==> src/rtl/pwm_driver_pkg.sv <==
`default_nettype none
// ============================================================================
// Module      : pwm_driver_pkg
// Description : Shared defaults and helper functions for the servo PWM driver.
// Revision    : 1.0 - initial release
// ============================================================================
package pwm_driver_pkg;

  localparam int DEF_CLK_DIV      = 1000;
  localparam int DEF_PERIOD_TICKS = 2000;
  localparam int DEF_MIN_WIDTH    = 50;
  localparam int DEF_MAX_WIDTH    = 250;
  localparam int DEF_DATA_W       = 13;

  // Bits needed to hold 0..n-1; never below one bit so n=1 still yields a port.
  function automatic int cnt_width(input int n);
    return (n <= 1) ? 1 : $clog2(n);
  endfunction

  // Saturate a command into [mn, mx]; operands are zero-extended, so the
  // comparison is exact unsigned at the caller's full data width.
  function automatic logic [31:0] clamp_width(input logic [31:0] d,
                                              input logic [31:0] mn,
                                              input logic [31:0] mx);
    if (d < mn) begin
      return mn;
    end else if (d > mx) begin
      return mx;
    end else begin
      return d;
    end
  endfunction

endpackage
`default_nettype wire

==> src/rtl/pwm_tick_gen.sv <==
`default_nettype none
// ============================================================================
// Module      : pwm_tick_gen
// Description : Prescaler; emits a one-cycle tick on the last count of each
//               CLK_DIV window and flags the first count of the window.
// Revision    : 1.0 - initial release
// ============================================================================
module pwm_tick_gen
  import pwm_driver_pkg::*;
#(
  parameter int CLK_DIV = DEF_CLK_DIV
) (
  input  logic clk_i,
  input  logic rst_i,
  output logic tick_o,
  output logic pre_zero_o
);

  localparam int               PRE_W    = cnt_width(CLK_DIV);
  localparam logic [PRE_W-1:0] PRE_LAST = PRE_W'(CLK_DIV - 1);

  logic [PRE_W-1:0] pre_cnt_q;
  logic [PRE_W-1:0] pre_cnt_d;

  // Wrap at CLK_DIV-1; with CLK_DIV=1 the counter sits at zero and ticks every cycle.
  always_comb begin
    pre_cnt_d = (pre_cnt_q == PRE_LAST) ? '0 : pre_cnt_q + PRE_W'(1);
  end

  // Prescaler state register.
  always_ff @(posedge clk_i or posedge rst_i) begin
    if (rst_i) begin
      pre_cnt_q <= '0;
    end else begin
      pre_cnt_q <= pre_cnt_d;
    end
  end

  assign tick_o     = (pre_cnt_q == PRE_LAST);
  assign pre_zero_o = (pre_cnt_q == '0);

endmodule
`default_nettype wire

==> src/rtl/pwm_driver.sv <==
`default_nettype none
// ============================================================================
// Module      : pwm_driver
// Description : Servo-style PWM generator. Latches a clamped width command at
//               each period start and drives a registered active-high pulse.
// Revision    : 1.0 - initial release
// ============================================================================
module pwm_driver
  import pwm_driver_pkg::*;
#(
  parameter int CLK_DIV      = DEF_CLK_DIV,
  parameter int PERIOD_TICKS = DEF_PERIOD_TICKS,
  parameter int MIN_WIDTH    = DEF_MIN_WIDTH,
  parameter int MAX_WIDTH    = DEF_MAX_WIDTH,
  parameter int DATA_W       = DEF_DATA_W
) (
  input  logic              i_clk,
  input  logic              i_rst,
  input  logic [DATA_W-1:0] data,
  output logic              o_signal
);

  // Width is always < PERIOD_TICKS, so the period counter width also holds it.
  localparam int               PER_W    = cnt_width(PERIOD_TICKS);
  localparam logic [PER_W-1:0] PER_LAST = PER_W'(PERIOD_TICKS - 1);

  // Reject parameter sets that would allow a stuck-high output or bad clamp.
  if (MIN_WIDTH > MAX_WIDTH) begin : g_chk_min_max
    $fatal(1, "pwm_driver: MIN_WIDTH must not exceed MAX_WIDTH");
  end
  if (MAX_WIDTH >= PERIOD_TICKS) begin : g_chk_max_period
    $fatal(1, "pwm_driver: MAX_WIDTH must be below PERIOD_TICKS");
  end
  if (CLK_DIV < 1) begin : g_chk_div
    $fatal(1, "pwm_driver: CLK_DIV must be at least 1");
  end
  if (DATA_W < 1 || DATA_W > 32) begin : g_chk_data_w
    $fatal(1, "pwm_driver: DATA_W must be within 1..32");
  end

  logic             tick;
  logic             pre_zero;
  logic [PER_W-1:0] per_cnt_q;
  logic [PER_W-1:0] per_cnt_d;
  logic [PER_W-1:0] duty_q;
  logic [PER_W-1:0] duty_d;
  logic [PER_W-1:0] duty_eff;
  logic             period_start;
  logic             signal_q;
  logic             signal_d;

  pwm_tick_gen #(
    .CLK_DIV (CLK_DIV)
  ) u_tick_gen (
    .clk_i      (i_clk),
    .rst_i      (i_rst),
    .tick_o     (tick),
    .pre_zero_o (pre_zero)
  );

  // Period bookkeeping, width capture at period start and pulse compare.
  always_comb begin
    period_start = pre_zero && (per_cnt_q == '0);
    // Clamp result is <= MAX_WIDTH < PERIOD_TICKS, so the truncation is lossless.
    duty_eff     = period_start
                 ? PER_W'(clamp_width(32'(data), 32'(MIN_WIDTH), 32'(MAX_WIDTH)))
                 : duty_q;
    duty_d       = duty_eff;
    per_cnt_d    = per_cnt_q;
    if (tick) begin
      per_cnt_d = (per_cnt_q == PER_LAST) ? '0 : per_cnt_q + PER_W'(1);
    end
    signal_d     = (per_cnt_q < duty_eff);
  end

  // State and output registers; reset forces the pin low immediately.
  always_ff @(posedge i_clk or posedge i_rst) begin
    if (i_rst) begin
      per_cnt_q <= '0;
      duty_q    <= '0;
      signal_q  <= 1'b0;
    end else begin
      per_cnt_q <= per_cnt_d;
      duty_q    <= duty_d;
      signal_q  <= signal_d;
    end
  end

  assign o_signal = signal_q;

endmodule
`default_nettype wire

==> config.mk <==
export PLATFORM = sky130hd
export DESIGN_NAME = pwm_driver
export DESIGN_NICKNAME = d
export VERILOG_FILES = /design/src/rtl/pwm_driver_pkg.sv /design/src/rtl/pwm_tick_gen.sv /design/src/rtl/pwm_driver.sv
export SDC_FILE = /design/constraint.sdc
export NUM_CORES = 1
export LEC_CHECK = 0
export BUFFER_PORTS_ARGS = -buffer_cell sky130_fd_sc_hd__buf_4
export CORE_UTILIZATION = 45
export DETAILED_ROUTE_END_ITERATION = 16
export PLACE_DENSITY_LB_ADDON = 0.08
export SYNTH_ARGS = -nofsm -noshare
export SYNTH_HDL_FRONTEND = slang
export SYNTH_HIERARCHICAL = 1
export SYNTH_SLANG_ARGS = --single-unit
==> constraint.sdc <==
create_clock -name i_clk -period 7.9 [get_ports i_clk]
set_input_delay 0 -clock i_clk [delete_from_list [all_inputs] [get_ports i_clk]]
set_output_delay 0 -clock i_clk [all_outputs]
set_load 0.01 [all_outputs]
==> out/qor.csv, run 1 <==
stage,metric,value,unit
route,detailed-route wire length per cell,15.02,µm
floorplan,core area,0.004086,mm²
clock_network,CTS tree,done,
yosys,post-synthesis mux area share,1.019,%
clock_network,CTS Root Cell,clkbuf_8,
yosys,Yosys top cell area share,42.04,%
clock_network,Post-CTS Setup Inserts,0,
clock_network,TritonCTS Buffers,5,
worst_setup_path,kind of critical path,flop to flop,
cells_and_area,share of cells above drive strength 1,12.82,%
global_routing,number of global-route vias before repair,1631,
place,pre-CTS setup slack,4.225,ns
clock_network,# hold bufs at CTS,5,
yosys,largest family of logic cells by synthesized area,simple AND/OR/NAND/NOR gates,
cells_and_area,area delta synth->final,16.31,%
floorplan,I/O Pins,16,
worst_setup_path,WP data arrival,3.97,ns
power_and_ir_drop,Leakage,1.012,nW
route,Post-DRT Antenna Nets,0,
sta,Least-Margin Pin Slew,0.8884,ns
power_and_ir_drop,pwr dens,152.8,mW/mm²
sta,Relative slew margins,40.71,%
place,IO buf count,15,
sta,final-report hold violation count,0,
yosys,sequential share of the synthesized area,42.04,%
yosys,xor-xnor portion of the synthesized cell area,4.904,%
sta,worst hold margin,0.03047,ns
global_routing,initial antenna violation count,0,
cells_and_area,# nets final,262,
sta,final setup fails,0,
sta,period utilization,47.60,%
worst_setup_path,critical path launch point type,flop,
place,placed cells,271,
route,total wire length,4266,µm
route,first drt pass iteration count,4,
yosys,Mapped Cells,210,
yosys,Synth Net Count,239,
clock_network,Clock transition at path regs,0.07,ns
floorplan,Die Wd,68.07,µm
sta,Final WS setup,4.139,ns
place,final HPWL from detailed placement,3196,µm
cells_and_area,final cell count without fillers,284,
global_routing,total track usage,22.07,%
route,drc violations,0,
global_routing,global route total overflow,0,
worst_hold_path,hold crit path type,input port to flop,
floorplan,chip height,68.07,µm
global_routing,wire length of the first global-routing pass,7479,µm
route,DR vias/cell,5.743,
clock_network,Sink Count,33,
yosys,Post-Syn Area,0.001964,mm²
worst_setup_path,CP endpoint kind,flop,
clock_network,depth of the CTS H-tree,2,
clock_network,Bufs on Longest Clock Path,2,
worst_setup_path,CP Data Required Time,8.11,ns
yosys,Seq cells post-synth,33,
sta,Max Slew Vio Count,0,
clock_network,post-CTS sizing,0,
sta,RSZ-0062 raised after global routing,no,
sta,worst clock skew,0.004349,ns
route,Vias,1631,
yosys,Synth area leaders,"dfrtp_1 42%, ha_1 8.9%, nor2_1 4.2%",
worst_setup_path,crit-path max FO,10,
status,status,"finished, final reports clean",
yosys,cell accounting for the most synthesized area,dfrtp_1,
yosys,syn avg cell area,9.354,µm²
route,first-iteration detailed-routing DRC count,58,
place,placer congestion estimate,0.8110,
sta,final setup TNS,0,ns
global_routing,pin count of the biggest net entering global routing,24,
floorplan,Row Count,23,
cells_and_area,number of antenna diodes,0,
power_and_ir_drop,Peak VDD IR,0.08974,mV
floorplan,Die Area,0.004634,mm²
yosys,compound-cell area share of the yosys netlist,12.55,%
yosys,Synth cell types,46,
yosys,Synth Area in Adders,8.917,%
job,Max-Cap Viols,0,
yosys,YS warnings,6,
sta,Tmin final,3.761,ns
clock_network,clock latency on the worst-skew pair,0.28,ns
yosys,Synth Area in Simple Gates,27.20,%
sta,Max Fclk,265.9,MHz
floorplan,Starting Density,48.07,%
-- synthesized netlist by cell type (all sizes together) --
cell	instances
xor2	4
nand2b	1
o21ai	8
buf	3
and4bb	2
a31oi	2
and4	1
nand4	9
o211ai	2
o22a	4
nor3	10
ha	14
inv	12
a211oi	2
and4b	1
nor3b	1
and3	4
mux2i	2
a22oi	2
nor2	22
nor2b	3
clkbuf	1
and2	2
o22ai	4
nor4bb	1
dfrtp	33
a21o	2
nand2	19
a22o	1
o311a	1
nor4	5
nand3	6
or2	1
xnor2	7
a311oi	1
a21oi	8
nor4b	1
or3	6
or4	2
-- worst max-delay path, stage by stage (launching register included) --
cell	delay, ns
dfrtp_1	0.44
inv_1	0.08
ha_1	0.13
nor4b_1	0.23
nand2_1	0.08
nor4_1	0.23
nor4bb_1	0.53
nand3_1	0.41
or3_4	0.51
o22ai_1	0.14
ha_1	0.27
a21oi_1	0.13
nor2_1	0.05
a211oi_1	0.21
o211ai_1	0.10
a31oi_1	0.14
-- metal layers --
metal	track usage (%)	wire length [µm]	vias up	part of all wire, %
li1	-	-	807	-
met1	27.67	2015	800	47
met2	36.76	2083	15	49
met3	4.500	69	9	1.6
met4	8.854	97	0	2.3
met5	0	0	-	0
-- state kept, by name, indices dropped and copies added (netlist names) --
| name | flops |
|---|---|
| u_tick_gen/pre_cnt_q | 10 |
| duty_q | 11 |
| per_cnt_q | 11 |
| o_signal | 1 |
-- cells in the final DEF (no fill, tap or decap), types with 2 or more instances in the layout --
| cell | instances |
|---|---|
| a211oi_1 | 2 |
| a21o_1 | 2 |
| a21oi_1 | 8 |
| a22oi_1 | 2 |
| a31oi_1 | 2 |
| and2_1 | 2 |
| and3_1 | 3 |
| buf_4 | 15 |
| clkbuf_8 | 6 |
| dfrtp_1 | 33 |
| dlygate4sd3_1 | 5 |
| ha_1 | 14 |
| inv_1 | 12 |
| mux2i_1 | 2 |
| nand2_1 | 19 |
| nand3_1 | 5 |
| nand4_1 | 9 |
| nor2_1 | 22 |
| nor2b_1 | 3 |
| nor3_1 | 10 |
| nor4_1 | 4 |
| o211ai_1 | 2 |
| o21ai_0 | 8 |
| o22a_1 | 4 |
| o22ai_1 | 4 |
| or3_1 | 5 |
| xnor2_1 | 7 |
| xor2_1 | 4 |
-- worst paths after layout --
check                                             startpoint                                end  slack [ns]  depth (start not counted)
setup / recovery           u_tick_gen/pre_cnt_q[0]$_DFF_PP0_                 o_signal$_DFF_PP0_        4.14                         15
hold / removal                                       data[3]                duty_q[3]$_DFF_PP0_        0.03                          3
setup reg to reg           u_tick_gen/pre_cnt_q[0]$_DFF_PP0_                 o_signal$_DFF_PP0_        4.14                         15
hold reg to reg                          duty_q[0]$_DFF_PP0_                duty_q[0]$_DFF_PP0_        0.47                          2
max in group asynchronous                              i_rst                 o_signal$_DFF_PP0_        6.87                          3
min in group asynchronous                              i_rst  u_tick_gen/pre_cnt_q[5]$_DFF_PP0_        0.26                          3
-- power by group --
group          switching, mW  leakage, nW  internal, mW
registers           0.000225        0.411         0.169
clock network         0.0600       0.0585         0.103
logic                0.00845        0.543       0.00818
-- cell type report --
cell class	count	area (µm²)
multi-input combinational	161	1072
tap	50	62.56
sequential	33	825.8
clock inverter	1	30.03
inverter	12	45.04
timing repair buffer	20	162.7
clock buffer	7	86.33
fill	386	1802
-- logic make-up after synthesis --
group / after synthesis
and+or+nand+nor: 97
AOI/OAI and AO/OA: 37
DFF: 33
buffers and inverters: 16
adders and majority gates: 14
xor gates and xnor gates: 11
muxes: 2
-- stage by stage --
stage	instance area [µm²]	power [mW]	util, %
after floorplan	1964	0.1785	-
after global placement	2118	0.1871	51.84
after detailed placement	2118	0.1876	51.84
after CTS	2285	0.3541	55.91
after global routing	2285	0.3625	55.91
final	2285	0.3492	55.91
Power figures use the tool's default switching activity.
==> run 2, diff against run 1 <==
==> constraint.sdc (replaced) <==
create_clock -name i_clk -period 3.8 [get_ports i_clk]
set_input_delay 0 -clock i_clk [delete_from_list [all_inputs] [get_ports i_clk]]
set_output_delay 0 -clock i_clk [all_outputs]
set_load 0.01 [all_outputs]
==> run 2 against run 1 <==
Net effect: setup slack worse by 3.7 ns; global-route usage down 0.083 points; power up 81%; combinational power up 110%; wire length up 0.96%; critical endpoint unchanged; largest power group unchanged.
==> out/qor.csv, run 2 (synthesized netlist as in run 1, its figures left out) <==
stage,metric,value,unit,change
power_and_ir_drop,pwr dens,279.6,mW/mm²,+83%
worst_setup_path,Critical Path Slowest Stage Cell,dfrtp_1,,
sta,period utilization,88.83,%,+41 points
worst_hold_path,hold crit path type,input port to flop,,
place,final HPWL from detailed placement,3198,µm,about the same
place,placer congestion estimate,0.8196,,+1.1%
global_routing,wire length of the first global-routing pass,7452,µm,-0.36%
cells_and_area,Fill cells,369,,-4.4%
worst_setup_path,CP max stage delay,0.44,ns,-0.09 ns
worst_setup_path,crit-path max FO,7,,-3
route,drc violations,0,,unchanged
status,status,"finished, final reports clean",,
place,IO buf count,15,,unchanged
floorplan,Row Count,23,,unchanged
cells_and_area,most frequent cells in the layout,"33 x dfrtp_1, 22 x nor2_1, 19 x nand2_1",,
route,first drt pass iteration count,4,,unchanged
clock_network,Clock transition at path regs,0.07,ns,about the same
job,Max-Cap Viols,0,,unchanged
worst_setup_path,CP cell instances,"inv_1, ha_1, nor4b_1, nand2_1, nor4_1, nor4bb_2, nand3_1, or3_4, o22ai_1, ha_1, a21oi_1, nor2_1, a211oi_1, o211ai_1, a31oi_1",,
worst_setup_path,FF-to-FF path depth,15,,unchanged
floorplan,Die Wd,68.07,µm,unchanged
worst_setup_path,CP Data Required Time,4.01,ns,-4.10 ns
clock_network,CTS tree,done,,
cells_and_area,biggest regs,"duty_q x11, per_cnt_q x11, u_tick_gen/pre_cnt_q x10",,
clock_network,clock latency on the worst-skew pair,0.28,ns,about the same
worst_setup_path,"setup slack, reg-to-reg",0.42,ns,-3.72 ns
sta,worst hold margin,0.01023,ns,-0.02024 ns
clock_network,depth of the CTS H-tree,2,,unchanged
cells_and_area,cell area after layout,0.002263,mm²,-0.93%
global_routing,initial antenna violation count,0,,unchanged
clock_network,CTS Root Cell,clkbuf_8,,
floorplan,Starting Density,48.07,%,unchanged
sta,Least-Margin Pin Slew,0.8889,ns,+0.0005594 ns
floorplan,I/O Pins,16,,unchanged
sta,RSZ-0062 raised after global routing,no,,
cells_and_area,number of antenna diodes,0,,unchanged
global_routing,total track usage,21.99,%,-0.083 points
global_routing,number of global-route vias before repair,1609,,-1.3%
floorplan,chip height,68.07,µm,unchanged
floorplan,core area,0.004086,mm²,unchanged
global_routing,global route total overflow,0,,unchanged
worst_setup_path,WP data arrival,3.58,ns,-0.39 ns
sta,worst clock skew,0.002252,ns,-0.002097 ns
worst_setup_path,critical path launch point type,flop,,
route,Post-DRT Antenna Nets,0,,unchanged
sta,final-report hold violation count,0,,unchanged
cells_and_area,share of cells above drive strength 1,13.68,%,+0.85 points
route,total wire length,4307,µm,+0.96%
clock_network,Post-CTS Setup Inserts,0,,unchanged
clock_network,Bufs on Longest Clock Path,2,,unchanged
worst_setup_path,"Largest delay share family, worst path",simple AND/OR/NAND/NOR gates,,
worst_hold_path,hold depth,3,,unchanged
route,DR vias/cell,5.884,,+2.5%
cells_and_area,"most common cell after layout, fill and taps aside",dfrtp_1,,
route,first-iteration detailed-routing DRC count,92,,+59%
power_and_ir_drop,Peak VDD IR,0.1648,mV,+84%
place,placed cell area,0.002133,mm²,+0.71%
worst_setup_path,number of cells on the critical path,15,,unchanged
sta,final setup fails,0,,unchanged
power_and_ir_drop,total power,0.6329,mW,+81%
worst_setup_path,CP endpoint kind,flop,,
worst_setup_path,"most used cell, CP",ha_1,,
floorplan,Die Area,0.004634,mm²,unchanged
sta,Tmin final,3.376,ns,-0.3850 ns
global_routing,pin count of the biggest net entering global routing,24,,unchanged
power_and_ir_drop,Leakage,1.005,nW,-0.72%
cells_and_area,# nets final,264,,+0.76%
cells_and_area,area delta synth->final,15.22,%,
route,Vias,1671,,+2.5%
worst_setup_path,Critical path buffers and inverters,1,,unchanged
worst_setup_path,kind of critical path,flop to flop,,
sta,final setup TNS,0,ns,unchanged
route,detailed-route wire length per cell,15.17,µm,+0.96%
sta,Max Fclk,296.2,MHz,+11%
clock_network,TritonCTS Buffers,5,,unchanged
clock_network,Sink Count,33,,unchanged
sta,Relative slew margins,40.67,%,about the same
sta,Max Slew Vio Count,0,,unchanged
==> run 2: cell count changes in the layout (fill, tap and decap cells not counted) <==
cell	before	now
buf_4	15	17
clkinv_2	0	1
clkbuf_8	6	5
clkbuf_1	1	0
bufinv_16	1	0
nor4bb_1	1	0
nor4bb_2	0	1
==> run 2: cell type report <==
| type | instances | area [µm²] | area share (%) |
|---|---|---|---|
| Tap cell | 50 | 62.56 | 2.764 |
| Multi-Input combinational cell | 161 | 1079 | 47.65 |
| Sequential cell | 33 | 825.8 | 36.48 |
| Inverter | 12 | 45.04 | 1.990 |
| Clock buffer | 5 | 68.82 | 3.040 |
| Clock inverter | 1 | 5.005 | 0.2211 |
| Timing Repair Buffer | 22 | 177.7 | 7.850 |
==> run 2: path summary, 6_finish.rpt <==
| kind | startpoint | endpoint |
|---|---|---|
| max in group asynchronous | i_rst | per_cnt_q[1]$_DFFE_PP0P_ |
| max reg2reg | u_tick_gen/pre_cnt_q[0]$_DFF_PP0_ | o_signal$_DFF_PP0_ |
| min reg2reg | duty_q[3]$_DFF_PP0_ | duty_q[3]$_DFF_PP0_ |
| min | data[3] | duty_q[3]$_DFF_PP0_ |
| min in group asynchronous | i_rst | u_tick_gen/pre_cnt_q[1]$_DFF_PP0_ |
| max | u_tick_gen/pre_cnt_q[0]$_DFF_PP0_ | o_signal$_DFF_PP0_ |
==> run 2: stage by stage <==
| stage | worst slack [ns] | utilization [%] | instances |
|---|---|---|---|
| after floorplan | 0.6155 | - | 210 |
| after global placement | 0.5397 | 52.20 | 273 |
| after detailed placement | 0.3639 | 52.20 | 273 |
| after CTS | 0.3314 | 55.24 | 284 |
| after global routing | 0.03406 | 55.39 | 284 |
| final | 0.4244 | 55.39 | 284 |
==> run 2: timing repair <==
item,CTS,global route
hold buffers,5,0
gates resized for setup,0,1
endpoints found under the setup margin,0,1
hold endpoints to repair,37,0
==> run 2: layer usage <==
layer	wire, µm	track usage, %	vias up	part of all wire [%]
met5	0	0	-	0
met4	77	8.333	0	1.8
met3	140	5.833	8	3.3
met2	2016	34.80	28	47
met1	2073	28.54	824	48
li1	-	-	811	-
==> run 2: tightest hold or removal path, cell delays in order <==
cell	delay (ns)
buf_4	0.09
o21ai_0	0.09
nand2_1	0.08
==> run 2: where the power goes <==
part	total (mW)	switching [mW]	internal, mW
logic	0.0344	0.0174	0.0170
clock network	0.246	0.125	0.120
registers	0.353	0.000470	0.352
total	0.633	0.143	0.490
==> run 3, diff against run 2 <==
--- a/config.mk
+++ b/config.mk
@@ -6,10 +6,10 @@
 export NUM_CORES = 1
 export LEC_CHECK = 0
 export BUFFER_PORTS_ARGS = -buffer_cell sky130_fd_sc_hd__buf_4
+export CAP_MARGIN = 20
 export CORE_UTILIZATION = 45
 export DETAILED_ROUTE_END_ITERATION = 16
 export PLACE_DENSITY_LB_ADDON = 0.08
 export SYNTH_ARGS = -nofsm -noshare
 export SYNTH_HDL_FRONTEND = slang
-export SYNTH_HIERARCHICAL = 1
 export SYNTH_SLANG_ARGS = --single-unit
==> run 3 against run 2 <==
Net effect: count of clock-buffer cells in the layout up 1; die area rose by 2.3%; clock skew increased by 0.010 ns; via count up 2.8%; hold slack better by 0.0037 ns; clock power grew 3%; sequential share of layout area fell by 0.44 points; critical path depth decreased by 2; cell area increased by 1.2%; utilization is 0.11 points lower; register-to-register slack improved by 0.31 ns; power up 0.95%; highest routed layer unchanged.
==> out/qor.csv, run 3 <==
stage,metric,value,unit,change
sta,final-report hold violation count,0,,unchanged
clock_network,Sink Count,33,,unchanged
cells_and_area,biggest regs,"duty_q x11, per_cnt_q x11, u_tick_gen.pre_cnt_q x10",,
yosys,Synth Area in Simple Gates,26.57,%,-0.63 points
clock_network,clock latency on the worst-skew pair,0.28,ns,about the same
route,first drt pass iteration count,5,,+1
place,final HPWL from detailed placement,3514,µm,+9.9%
route,DR vias/cell,5.880,,about the same
yosys,xor-xnor portion of the synthesized cell area,3.920,%,-0.98 points
yosys,syn avg cell area,9.098,µm²,-2.7%
worst_setup_path,crit-path max FO,6,,-1
worst_setup_path,CP endpoint kind,flop,,
clock_network,CTS Root Cell,clkbuf_8,,
sta,Least-Margin Pin Slew,0.7599,ns,-0.1291 ns
clock_network,Clock transition at path regs,0.08,ns,about the same
yosys,YS warnings,0,,-6
worst_setup_path,worst r2r src,per_cnt_q[0]$_DFFE_PP0N_,,
clock_network,Post-CTS Setup Inserts,0,,unchanged
sta,period utilization,83.04,%,-5.8 points
yosys,Yosys top cell area share,41.07,%,-0.97 points
yosys,sequential share of the synthesized area,41.07,%,-0.97 points
worst_setup_path,CP max stage delay,0.66,ns,+0.22 ns
cells_and_area,# nets final,270,,+2.3%
worst_hold_path,WHS Endpoint,duty_q[7]$_DFF_PP0_,,
floorplan,chip height,68.85,µm,+1.1%
sta,final setup fails,0,,unchanged
cells_and_area,area delta synth->final,13.94,%,
yosys,Post-synth EDFFs,0,,unchanged
clock_network,CTS tree,done,,
yosys,cell accounting for the most synthesized area,dfrtp_1,,
place,IO buf count,15,,unchanged
yosys,"top cells by count, synth","33 x dfrtp_1, 22 x nand2_1, 20 x nor2_1, 14 x ha_1",,
sta,Relative slew margins,49.00,%,+8.3 points
worst_setup_path,Critical Path Slowest Stage Cell,a311oi_1,,
worst_setup_path,"most used cell, CP",a21oi_1,,
yosys,Seq cells post-synth,33,,unchanged
floorplan,Row Count,23,,unchanged
worst_setup_path,critical path launch point type,input port,,
worst_setup_path,Critical path buffers and inverters,2,,+1
sta,Max Fclk,316.9,MHz,+7.0%
route,Vias,1717,,+2.8%
clock_network,TritonCTS Buffers,5,,unchanged
yosys,Synth Net Count,250,,+4.6%
place,placed cells,282,,+3.3%
worst_setup_path,"Largest delay share family, worst path",compound AO/OA/AOI/OAI gates,,
status,status,"finished, final reports clean",,
clock_network,post-CTS sizing,0,,unchanged
worst_setup_path,CP Data Required Time,4.02,ns,about the same
global_routing,wire length of the first global-routing pass,7396,µm,-0.75%
floorplan,Starting Density,48.52,%,+0.45 points
worst_setup_path,WP data arrival,3.38,ns,-0.20 ns
floorplan,core area,0.004144,mm²,+1.4%
global_routing,total track usage,21.75,%,-0.24 points
yosys,post-synthesis mux area share,2.800,%,+1.8 points
power_and_ir_drop,total power,0.6389,mW,+0.95%
sta,Max Slew Vio Count,0,,unchanged
clock_network,Bufs on Longest Clock Path,2,,unchanged
worst_setup_path,kind of critical path,input port to flop,,
worst_setup_path,CP cell instances,"dlygate4sd3_1, buf_4, and4_1, nor4b_2, a311oi_1, a21oi_1, a31o_2, ha_1, a21oi_1, o21ai_0, a221oi_1, a21boi_0, a41o_1",,
yosys,largest family of logic cells by synthesized area,simple AND/OR/NAND/NOR gates,,
cells_and_area,most frequent cells in the layout,"33 x dfrtp_1, 22 x nand2_1, 20 x nor2_1",,
worst_setup_path,"setup slack, reg-to-reg",0.73,ns,+0.31 ns
power_and_ir_drop,Leakage,1.041,nW,+3.6%
yosys,Synth cell types,46,,unchanged
floorplan,I/O Pins,16,,unchanged
sta,RSZ-0062 raised after global routing,no,,
worst_hold_path,hold depth,3,,unchanged
global_routing,global route total overflow,0,,unchanged
cells_and_area,"most common cell after layout, fill and taps aside",dfrtp_1,,
clock_network,depth of the CTS H-tree,2,,unchanged
sta,final setup TNS,0,ns,unchanged
global_routing,number of global-route vias before repair,1563,,-2.9%
route,drc violations,0,,unchanged
worst_setup_path,FF-to-FF path depth,14,,-1
yosys,Mapped Cells,221,,+5.2%
yosys,most frequent cell after synthesis,dfrtp_1,,
job,Max-Cap Viols,0,,unchanged
place,placer congestion estimate,0.8641,,+5.4%
power_and_ir_drop,Peak VDD IR,0.1645,mV,-0.15%
yosys,"Async S/R FF share, synth",100.0,%,unchanged
floorplan,Die Area,0.004740,mm²,+2.3%
sta,Final WS setup,0.6446,ns,+0.2202 ns
route,detailed-route wire length per cell,16.05,µm,+5.8%
cells_and_area,final cell count without fillers,292,,+2.8%
yosys,Synth Flop Type,dfrtp_1,,
cells_and_area,number of antenna diodes,0,,unchanged
worst_hold_path,hold_sp,data[7],,
clock_network,# hold bufs at CTS,2,,-3
route,first-iteration detailed-routing DRC count,108,,+17%
route,total wire length,4687,µm,+8.8%
floorplan,Die Wd,68.85,µm,+1.1%
cells_and_area,share of cells above drive strength 1,14.46,%,+0.79 points
sta,Tmin final,3.155,ns,-0.2202 ns
route,Post-DRT Antenna Nets,0,,unchanged
global_routing,initial antenna violation count,0,,unchanged
sta,worst hold margin,0.01393,ns,+0.003703 ns
worst_hold_path,hold crit path type,input port to flop,,
cells_and_area,Fill cells,370,,+0.27%
power_and_ir_drop,pwr dens,278.9,mW/mm²,-0.27%
global_routing,pin count of the biggest net entering global routing,34,,+42%
sta,worst clock skew,0.01251,ns,+0.01025 ns
yosys,Synth area leaders,"dfrtp_1 41%, ha_1 8.7%, nand2_1 4.1%",,
worst_setup_path,reg2reg end,o_signal$_DFF_PP0_,,
yosys,compound-cell area share of the yosys netlist,13.19,%,+0.64 points
yosys,Post-Syn Area,0.002011,mm²,+2.4%
place,pre-CTS setup slack,0.7509,ns,+0.3871 ns
yosys,Synth Area in Adders,8.712,%,-0.21 points
## run 3: worst max path at each step
stage	from	end	cells after the start
after CTS	data[6]	o_signal$_DFF_PP0_	13
after floorplan	per_cnt_q[0]$_DFFE_PP0N_	o_signal$_DFF_PP0_	14
after detailed placement	per_cnt_q[0]$_DFFE_PP0N_	o_signal$_DFF_PP0_	14
final	data[6]	o_signal$_DFF_PP0_	13
after global routing	per_cnt_q[1]$_DFFE_PP0N_	o_signal$_DFF_PP0_	14
after global placement	per_cnt_q[0]$_DFFE_PP0N_	o_signal$_DFF_PP0_	14
## run 3: where the power goes
group          switching (mW)  leakage (nW)  internal [mW]  total, mW
sequential           0.000357         0.411          0.352      0.353
combinational          0.0171         0.585         0.0155     0.0326
clock                   0.127        0.0450          0.127      0.254
total                   0.144          1.04          0.495      0.639
## run 3: cells by family after synthesis
family / Yosys count
multiplexers: 5
AND/OR/NAND/NOR: 99
AO/OA/AOI/OAI: 41
flip-flops: 33
buffers and inverters: 20
adder cells (fa/ha/maj): 14
XOR/XNOR: 9
## run 3: layout make-up
type                            count  area (µm²)  area share, %
Sequential cell                    33       825.8          36.05
Multi-Input combinational cell    168        1116          48.72
Clock buffer                        6       72.57          3.168
Clock inverter                      2       10.01         0.4369
Tap cell                           50       62.56          2.731
Inverter                           13       48.80          2.130
Timing Repair Buffer               20       155.1          6.772
## run 3: stage by stage
stage / utilization [%] / cell area [µm²]
floorplan: - / 2011
global placement: 52.81 / 2188
detailed placement: 52.81 / 2188
CTS: 55.28 / 2291
global route: 55.28 / 2291
finish: 55.28 / 2291
## run 3: worst register-to-register path, cell delays in order, from the launching register on
cell and delay, ns:
dfrtp_1 0.44, inv_1 0.11, ha_1 0.17, nor4bb_1 0.27, nand3_1 0.13, nor2_1 0.14
buf_4 0.18, nor2_1 0.06, or2_2 0.29, ha_1 0.30, a21oi_1 0.14, o21ai_0 0.09
a221oi_1 0.36, a21boi_0 0.22, a41o_1 0.11
## run 3: metal layers
layer  vias to the layer above  global-route usage (%)  wire (µm)
li1                        838                       -          -
met1                       813                   28.17       2118
met2                        60                   36.17       2259
met3                         6                   4.770        266
met4                         0                   6.378         42
met5                         -                       0          0
